`config.mk`:
```
export PLATFORM = sky130hd
export DESIGN_NAME = fetch_pc_unit
export DESIGN_NICKNAME = d
export VERILOG_FILES = /design/src/rtl/fetch_pkg.sv /design/src/rtl/btb_bank.sv /design/src/rtl/fetch_pc_unit.sv
export SDC_FILE = /design/constraint.sdc
export NUM_CORES = 1
export LEC_CHECK = 0
export CAP_MARGIN = 5
export CORE_ASPECT_RATIO = 0.5
export CORE_MARGIN = 2
export CORE_UTILIZATION = 43
export CTS_CLUSTER_DIAMETER = 40
export DETAILED_ROUTE_END_ITERATION = 7
export GPL_ROUTABILITY_DRIVEN = 0
export PLACE_DENSITY = 0.69
export SYNTH_ARGS = -nofsm -noshare
export SYNTH_HDL_FRONTEND = slang
export SYNTH_SLANG_ARGS = --single-unit
```
`constraint.sdc`:
```
create_clock -name clk -period 4.1 [get_ports clk]
set_input_delay 0.41 -clock clk [delete_from_list [all_inputs] [get_ports clk]]
set_output_delay 0.41 -clock clk [all_outputs]
set_load 0.03 [all_outputs]
```
`src/rtl/fetch_pkg.sv`:
```
// Shared definitions for the IF-stage PC generator: default widths, 2-bit
// branch-counter encoding and small helpers for counter and field sizing.
package fetch_pkg;

   localparam int unsigned PC_W_DEFAULT = 12;

   typedef enum logic [1:0] {
      SNT = 2'b00,
      WNT = 2'b01,
      WT  = 2'b10,
      ST  = 2'b11
   } ctr_t;

   // Saturating increment of a 2-bit predictor counter
   function automatic ctr_t ctr_inc(input ctr_t c);
      return (c == ST) ? ST : ctr_t'(c + 2'b01);
   endfunction

   // Saturating decrement of a 2-bit predictor counter
   function automatic ctr_t ctr_dec(input ctr_t c);
      return (c == SNT) ? SNT : ctr_t'(c - 2'b01);
   endfunction

   // Tag width left over once the word offset and the index are removed
   function automatic int unsigned tag_width(input int unsigned pc_w, input int unsigned idx_w);
      return pc_w - 2 - idx_w;
   endfunction

endpackage

```
`src/rtl/btb_bank.sv`:
```
// Direct-mapped BTB storage: two combinational read ports (fetch lookup and
// EX training lookup), one synchronous write port, asynchronous clear.
module btb_bank
   import fetch_pkg::*;
#(
   parameter int unsigned ENTRIES = 16,
   parameter int unsigned IDX_W   = 4,
   parameter int unsigned TAG_W   = 6,
   parameter int unsigned PC_W    = 12
) (
   input  logic             clk,
   input  logic             reset,
   input  logic [IDX_W-1:0] f_idx,
   output logic             f_valid,
   output logic [TAG_W-1:0] f_tag,
   output ctr_t             f_ctr,
   output logic [PC_W-1:0]  f_target,
   input  logic [IDX_W-1:0] u_idx,
   output logic             u_valid,
   output logic [TAG_W-1:0] u_tag,
   output ctr_t             u_ctr,
   output logic [PC_W-1:0]  u_target,
   input  logic             wr_en,
   input  logic [IDX_W-1:0] wr_idx,
   input  logic [TAG_W-1:0] wr_tag,
   input  ctr_t             wr_ctr,
   input  logic [PC_W-1:0]  wr_target
);

   logic             valid_q  [ENTRIES];
   logic [TAG_W-1:0] tag_q    [ENTRIES];
   ctr_t             ctr_q    [ENTRIES];
   logic [PC_W-1:0]  target_q [ENTRIES];

   // Entry storage: cleared asynchronously, one entry written per cycle
   always_ff @(posedge clk or negedge reset) begin
      if (!reset) begin
         for (int unsigned i = 0; i < ENTRIES; i++) begin
            valid_q[i]  <= 1'b0;
            tag_q[i]    <= '0;
            ctr_q[i]    <= WNT;
            target_q[i] <= '0;
         end
      end else if (wr_en) begin
         valid_q[wr_idx]  <= 1'b1;
         tag_q[wr_idx]    <= wr_tag;
         ctr_q[wr_idx]    <= wr_ctr;
         target_q[wr_idx] <= wr_target;
      end
   end

   // Read ports see pre-write contents; a write shows up the next cycle
   always_comb begin
      f_valid  = valid_q[f_idx];
      f_tag    = tag_q[f_idx];
      f_ctr    = ctr_q[f_idx];
      f_target = target_q[f_idx];
      u_valid  = valid_q[u_idx];
      u_tag    = tag_q[u_idx];
      u_ctr    = ctr_q[u_idx];
      u_target = target_q[u_idx];
   end

endmodule

```
`src/rtl/fetch_pc_unit.sv`:
```
// IF-stage PC generator: PC register, next-PC selection (redirect, stall,
// BTB prediction, sequential) and BTB training from EX-resolved transfers.
module fetch_pc_unit
   import fetch_pkg::*;
#(
   parameter int unsigned     PC_W        = PC_W_DEFAULT,
   parameter int unsigned     BTB_ENTRIES = 16,
   parameter logic [PC_W-1:0] RESET_PC    = '0
) (
   input  logic            clk,
   input  logic            reset,
   input  logic            riscv_start,
   input  logic            riscv_done,
   input  logic            icache_stall,
   input  logic            dcache_stall,
   input  logic            md_alu_stall,
   input  logic            load_use_stall,
   input  logic            ex_redirect,
   input  logic [PC_W-1:0] ex_redirect_pc,
   input  logic            ex_update,
   input  logic [PC_W-1:0] ex_pc,
   input  logic            ex_taken,
   input  logic [PC_W-1:0] ex_target,
   output logic [PC_W-1:0] pc_out,
   output logic [PC_W-1:0] pc_plus_4,
   output logic            predict_taken,
   output logic            btb_hit
);

   localparam int unsigned IDX_W = $clog2(BTB_ENTRIES);
   localparam int unsigned TAG_W = tag_width(PC_W, IDX_W);

   logic [PC_W-1:0]  pc_q;
   logic [PC_W-1:0]  pc_next;
   logic             run;
   logic             stall_any;

   logic [IDX_W-1:0] f_idx;
   logic [TAG_W-1:0] f_tag;
   logic             f_valid;
   logic [TAG_W-1:0] f_tag_rd;
   ctr_t             f_ctr;
   logic [PC_W-1:0]  f_target;

   logic [IDX_W-1:0] u_idx;
   logic [TAG_W-1:0] u_tag;
   logic             u_valid;
   logic [TAG_W-1:0] u_tag_rd;
   ctr_t             u_ctr;
   logic [PC_W-1:0]  u_target;
   logic             u_hit;

   logic             wr_en;
   ctr_t             wr_ctr;
   logic [PC_W-1:0]  wr_target;

   logic             unused_bits;

   assign run       = riscv_start && !riscv_done;
   assign stall_any = icache_stall || dcache_stall || md_alu_stall || load_use_stall;

   assign f_idx = pc_q[IDX_W+1:2];
   assign f_tag = pc_q[PC_W-1:IDX_W+2];
   assign u_idx = ex_pc[IDX_W+1:2];
   assign u_tag = ex_pc[PC_W-1:IDX_W+2];

   assign pc_out        = pc_q;
   assign pc_plus_4     = pc_q + PC_W'(4);
   assign btb_hit       = f_valid && (f_tag_rd == f_tag);
   assign predict_taken = btb_hit && f_ctr[1];
   assign u_hit         = u_valid && (u_tag_rd == u_tag);

   // Word-offset bits carry no information for fetch or indexing
   assign unused_bits = ^{ex_pc[1:0], pc_next[1:0]};

   btb_bank #(
      .ENTRIES (BTB_ENTRIES),
      .IDX_W   (IDX_W),
      .TAG_W   (TAG_W),
      .PC_W    (PC_W)
   ) u_btb (
      .clk       (clk),
      .reset     (reset),
      .f_idx     (f_idx),
      .f_valid   (f_valid),
      .f_tag     (f_tag_rd),
      .f_ctr     (f_ctr),
      .f_target  (f_target),
      .u_idx     (u_idx),
      .u_valid   (u_valid),
      .u_tag     (u_tag_rd),
      .u_ctr     (u_ctr),
      .u_target  (u_target),
      .wr_en     (wr_en),
      .wr_idx    (u_idx),
      .wr_tag    (u_tag),
      .wr_ctr    (wr_ctr),
      .wr_target (wr_target)
   );

   // Next-PC priority: redirect beats stalls, stalls beat prediction
   always_comb begin
      pc_next = pc_q;
      if (run) begin
         if (ex_redirect)        pc_next = ex_redirect_pc;
         else if (stall_any)     pc_next = pc_q;
         else if (predict_taken) pc_next = f_target;
         else                    pc_next = pc_plus_4;
      end
   end

   // PC register; fetch addresses are kept word aligned
   always_ff @(posedge clk or negedge reset) begin
      if (!reset) pc_q <= RESET_PC;
      else        pc_q <= {pc_next[PC_W-1:2], 2'b00};
   end

   // Training decode: update on hit, allocate only on a taken miss
   always_comb begin
      wr_en     = 1'b0;
      wr_ctr    = u_ctr;
      wr_target = u_target;
      if (run && ex_update) begin
         if (u_hit) begin
            wr_en = 1'b1;
            if (ex_taken) begin
               wr_ctr    = ctr_inc(u_ctr);
               wr_target = ex_target;
            end else begin
               wr_ctr    = ctr_dec(u_ctr);
            end
         end else if (ex_taken) begin
            wr_en     = 1'b1;
            wr_ctr    = WT;
            wr_target = ex_target;
         end
      end
   end

endmodule

```
==> results of run 1 <==
==> report_power, final <==
group,leakage (nW),internal (mW),total [mW],switching (mW)
Combinational,4.64,0.768,1.69,0.926
Sequential,4.25,3.28,3.47,0.185
Clock,0.647,2.05,3.48,1.43
Total,9.54,6.10,8.64,2.54
==> final cells by class <==
cell class                      count  area (sq um)  share of cell area
Inverter                           19         71.32            0.003461
Clock buffer                       48          1091             0.05295
Timing Repair Buffer              137          1301             0.06315
Sequential cell                   314          7889              0.3828
Multi-Input combinational cell    808          9369              0.4547
Clock inverter                     21         209.0             0.01014
Tap cell                          540         675.6             0.03279
==> stage by stage <==
step	std cells	util	power (mW)	cell area [sq um]
global placement	1812	0.4711	5.143	19250
floorplan	1254	-	4.580	18030
CTS	1887	0.5042	8.684	20600
detailed placement	1812	0.4711	5.185	19250
finish	1887	0.5043	8.640	20610
global route	1887	0.5043	8.965	20610
==> sequential cells by signal (all words and copies together) (netlist names) <==
register	count
pc_out	10
u_btb.ctr_q	32
u_btb.valid_q	16
u_btb.tag_q	96
u_btb.target_q	160
==> kinds of logic after synthesis <==
logic type | synth area share
buffers and inverters | 0.04409
AND/OR/NAND/NOR | 0.05964
multiplexers | 0.3992
AO/OA/AOI/OAI | 0.05082
flip-flops | 0.4371
other | 0.0002081
adder cells (fa/ha/maj) | 0.0006942
XOR/XNOR | 0.008262
==> worst paths after layout <==
kind | from | cells after the start | endpoint | slack, ns
max | pc_out[4] | 8 | predict_taken | 0.36
min | u_btb.ctr_q[30] | 2 | u_btb.ctr_q[30] | 0.47
max reg2reg | u_btb.tag_q[53] | 9 | u_btb.target_q[185] | 0.69
min reg2reg | u_btb.ctr_q[30] | 2 | u_btb.ctr_q[30] | 0.47
max in group asynchronous | reset | 3 | u_btb.tag_q[81] | 2.55
min in group asynchronous | reset | 2 | u_btb.target_q[81] | 0.49
==> repair_timing <==
action	CTS	global route
setup endpoints to repair	1	1
gates resized for setup	1	2
setup buffers	5	0
hold endpoints to repair	97	0
hold buffers	1	0
==> layout by cell type (no fill, tap or decap), types with 7 or more instances in the layout <==
cell             instances
a21oi_1                 15
o22ai_1                 14
nor3_1                   7
buf_4                   67
dfstp_2                 16
mux4_1                   8
clkdlybuf4s50_1         55
o22a_1                  14
mux2_4                  22
xnor2_1                 13
nand3_1                 25
nor2_1                  15
nand2b_1                17
nand4_1                  9
o21ai_0                 14
a2bb2oi_2               11
a22oi_1                 10
clkinv_2                 7
clkbuf_16               40
nand2_1                 34
mux2_1                  90
inv_1                   19
dfrtp_1                295
mux2i_1                 73
buf_12                  10
mux2_2                 185
mux4_2                 125
nand3_4                  8
nor2b_1                 13
==> worst min-delay path: stages, from the launching register on <==
cell,delay [ns]
dfstp_2,0.36
inv_1,0.05
a2bb2oi_2,0.05
==> metal layers <==
layer | up-vias | track usage | wire (microns)
met1 | 6246 | 0.3057 | 20310
met2 | 433 | 0.3817 | 24120
li1 | 4954 | - | -
met4 | 0 | 0.07270 | 1323
met3 | 89 | 0.04768 | 3531
met5 | - | 0 | 0
==> flow_summary.ini, run 1 <==
[run_status]
status = finished clean

[clock_network]
cts.sinks = 314
ctsRootBufferMaster = clkbuf_16
h-tree-depth = 2
cts_tree = built
worstSkewPairLatency_ns = 0.55
clkTransAtPathRegs_ns = 0.06
clockBufferDepth = 3
cts_made_buffers = 39

[die]
die-area_sq_um = 43660
row_count = 52
io_pins = 73
core-area_sq_um = 40860
die_h_microns = 148.8
start_util = 0.4411
die_w_microns = 293.5

[worst_setup_path]
cp.arrival_ns = 3.33
path_cells = buf_4 > mux2i_1 > mux4_2 > mux2i_1 > xor2_1 > a21oi_1 > and3_1 > dlymetal6s2s_1
criticalPathCategory = reg2out
timing.critical_path.buf_inv = 2
required_ns = 3.69
cp-end-kind = primary output
critPathLaunchType = flop
cp_max_fo = 15
crit_path_max_incr_delay_ns = 0.57
path_delay_family = multiplexers
crit_path_top_delay_cell = dfrtp_4
cp_common_cell = mux2i_1

[timing]
fin_crit_sh = 0.9114
setup_violations = 0
rsz0062_at_grt = false
max_freq_mhz = 267.6
drv_slew = 0
worstMarginPinSlew_ns = 0.8740
fin_skew_ns = 0.01680
slew_headroom = 0.4152
timing.hold.ws_ns = 0.4669
tns_ns = 0
fin_ws_ns = 0.3633
period_needed_ns = 3.737
hold_viol = 0

[synthesis]
async_flop_share = 1.000
synth_edf_count = 0
synth_area_per_cell_sq_um = 14.41
synth_common_cells = 298 x dfrtp_1, 185 x mux2_2, 125 x mux4_2
synthCells = 1251
synth_warnings = 0
yosysTopAreaCellShare = 0.4138
synthFlopType = dfrtp_1
ys_seq_area_frac = 0.4371
synth_area_leaders = dfrtp_1 41%, mux4_2 16%, mux2_2 12%
synthesis.area_sq_um = 18020
synth_seq_cells = 314
synth_area_leader_cell = dfrtp_1
ys_types = 71
yosysMostFrequentCell = dfrtp_1

[detailed_routing]
drt-total-wl_mm = 49.29
antenna_left = 0
routedWlPerCell_microns = 26.12
viasPerCell = 6.212
drc = 0
firstDrtPassIters = 5
drtIter0Drc = 1058
vias = 11720

[placement]
port_buffers = 62
preCtsSetupSlack_ns = 0.1592
hpwl_mm = 31.34

[grt]
grt_pass1_vias = 12300
overflow = 0
grt_pass1_wl_mm = 76.05
grt.total_usage = 0.2300
grt_max_degree = 101
antenna_found_initial = 1

[power]
leakagePower_nw = 9.536
vdd_drop_max_mv = 0.2758
powerDensity_nw_per_um2 = 419.3

[min_path]
min_path_type = reg2reg

[final_layout]
antenna_cells = 0
drive_gt1_frac = 0.4001
nFillCells = 3347
final_nets = 1367
area_growth_pct = 14.34

[run]
max_cap_violations = 0
Note: power is estimated with default switching activity, not from simulation.
==> run 2, diff against run 1 <==
--- a/config.mk
+++ b/config.mk
@@ -12,6 +12,7 @@
 export CTS_CLUSTER_DIAMETER = 40
 export DETAILED_ROUTE_END_ITERATION = 7
 export GPL_ROUTABILITY_DRIVEN = 0
+export GPL_TIMING_DRIVEN = 1
 export PLACE_DENSITY = 0.69
 export SYNTH_ARGS = -nofsm -noshare
 export SYNTH_HDL_FRONTEND = slang
==> results of run 2 <==
Same layout as run 1: the final DEF is identical, and so are final timing and power.
==> run 3, diff against run 2 <==
--- a/config.mk
+++ b/config.mk
@@ -16,4 +16,5 @@
 export PLACE_DENSITY = 0.69
 export SYNTH_ARGS = -nofsm -noshare
 export SYNTH_HDL_FRONTEND = slang
+export SYNTH_HIERARCHICAL = 1
 export SYNTH_SLANG_ARGS = --single-unit
==> run 3 against run 2 <==
  * Critical path depth down 1
  * Sequential power down 2%
  * Clock-buffer cell count down 1
  * Non-clock buffer count up 26
  * Utilization up 0.41 points
==> flow_summary.ini, run 3 <==
[detailed_routing]
firstDrtPassIters = 5
antenna_left = 0
drc = 0
drtIter0Drc = 1082
drt-total-wl_mm = 47.36
dr_wl_met2_mm = 22.86
routedWlPerCell_microns = 26.62
top_layer = met4
vias = 10990
viasPerCell = 6.179
m1WireLength_mm = 19.95
route.met3.wl_mm = 3.340

[die]
die_w_microns = 283.7
die_h_microns = 143.9
io_pins = 73
row_count = 51
die-area_sq_um = 40820
core-area_sq_um = 38730
start_util = 0.4343

[final_layout]
layout_commonest_cell = dfrtp_1
largest_register_ffs = 160
regMostFlops = u_btb/target_q
top_regs = u_btb/target_q x160, u_btb/tag_q x96, u_btb/ctr_q x32
drive_gt1_frac = 0.4808
final_nets = 1272
area_growth_pct = 17.06
final_util = 0.5084
layout_common_cells = 296 x dfrtp_1, 244 x mux2_2, 148 x mux4_2

[power]
power_frac_seq = 0.436
powerDensity_nw_per_um2 = 394.4
design_power_total_mw = 7.767
p_clk_frac = 0.406
vdd_drop_max_mv = 0.2205
p_int_mw = 5.632
p_switching_mw = 2.135
power.share.switching = 0.2749
share_comb_of_total_power = 0.159
leakagePower_nw = 8.899

[timing]
setup_violations = 0
rsz0062_at_grt = false
slew_headroom = 0.4676
hold_viol = 0
fin_crit_sh = 0.9494
max_freq_mhz = 256.9
fin_skew_ns = 0.01799
drv_slew = 0
period_needed_ns = 3.892
worstMarginPinSlew_ns = 0.7985

[grt]
grt_pass1_wl_mm = 72.81
antenna_found_initial = 1
grt_pass1_vias = 11760
grt_max_degree = 98
overflow = 0
grt.total_usage = 0.2387

[worst_setup_path]
cp_max_fo = 25
critPathLaunchType = flop
crit_start = pc_out[2]
r2r_cells = 13
cp.arrival_ns = 3.48
cp-end-kind = primary output
worst_r2r_endpoint = u_btb/tag_q[24]
rrSetupSlack_ns = 0.67
required_ns = 3.69
criticalPathCategory = reg2out
r2r_start = u_btb/tag_q[73]

[synthesis]
synthCells = 1132
synth_warnings = 6
synthesis.area_sq_um = 16820
synth_area_per_cell_sq_um = 14.86

[clock_network]
cts_tree = built
clockBufferDepth = 3
cts_made_buffers = 36
cts.sinks = 314
clkTransAtPathRegs_ns = 0.06
h-tree-depth = 2
worstSkewPairLatency_ns = 0.54
ctsRootBufferMaster = clkbuf_16

[min_path]
min_path_type = in2async

[run]
max_cap_violations = 0

[placement]
port_buffers = 62
hpwl_mm = 31.33

[run_status]
status = finished clean
==> run 3: cell types whose count changed in the layout (fill, tap and decap cells not counted), moves of 14 or more <==
cell / delta
nand3_1: -14
inv_1: -15
o22a_1: -14
buf_4: +18
mux2i_1: -67
mux2_4: -22
mux2_1: -36
mux4_2: +23
a22oi_1: +64
mux2_2: +59
==> run 3: timing repair <==
item / CTS / global route
buffers inserted: 1 / 0
hold buffers: 1 / 0
gates resized for setup: 1 / 0
setup endpoints to repair: 1 / 0
hold endpoints to repair: 77 / 0
==> run 3: per-stage QoR <==
stage / setup WS [ns] / area [sq um] / std cells / hold slack, ns / setup TNS (ns)
after detailed placement: -0.06016 / 18530 / 1714 / 0.4691 / -2.775
after CTS: 0.1631 / 19690 / 1778 / 0.4882 / 0
after global routing: 0.01601 / 19690 / 1779 / 0.5047 / 0
after global placement: 0.01282 / 18530 / 1714 / 0.4615 / 0
after floorplan: 0.7273 / 16830 / 1135 / 0.1144 / 0
final: 0.2076 / 19690 / 1779 / 0.4769 / 0
==> run 3: layout make-up <==
class                   instances  area (sq um)
inverters                       4         15.01
clock buffers                  47         983.4
well taps                     530         663.1
flip-flops and latches        314          7885
multi-input cells             705          8388
repair buffers                163          1598
fillers                      3140         19040
clock inverters                15         157.7
diodes                          1         2.502
==> run 3: critical path, cell delays in order, from the launching register on <==
cell             delay [ns]
dfrtp_4                0.61
buf_8                  0.22
buf_4                  0.44
ha_1                   0.32
and3_1                 0.24
nand3_1                0.11
xnor2_1                0.26
clkdlybuf4s50_1        0.74
==> run 3: worst max-delay path by stage <==
stage                                endpoint  cells after the start  slack, ns
after floorplan           u_btb/target_q[147]                     14       0.73
after global placement    u_btb/target_q[115]                     13       0.01
after detailed placement       u_btb/tag_q[6]                     14      -0.06
after CTS                       pc_plus_4[10]                      7       0.16
after global routing            pc_plus_4[10]                      7       0.02
final                           pc_plus_4[10]                      7       0.21
==> run 3: routing by layer <==
metal | vias to the layer above | GRT usage
met5 | - | 0
met2 | 415 | 0.3920
li1 | 4547 | -
met3 | 89 | 0.04492
met1 | 5942 | 0.3241
met4 | 0 | 0.07602
==> run 3: power groups by stage <==
stage               clock network [mW]  logic, mW  registers [mW]
floorplan                            0      0.754            3.40
global placement                     0       1.20            3.43
detailed placement                   0       1.22            3.45
CTS                               3.21       1.24            3.38
global route                      3.35       1.31            3.40
finish                            3.15       1.23            3.39
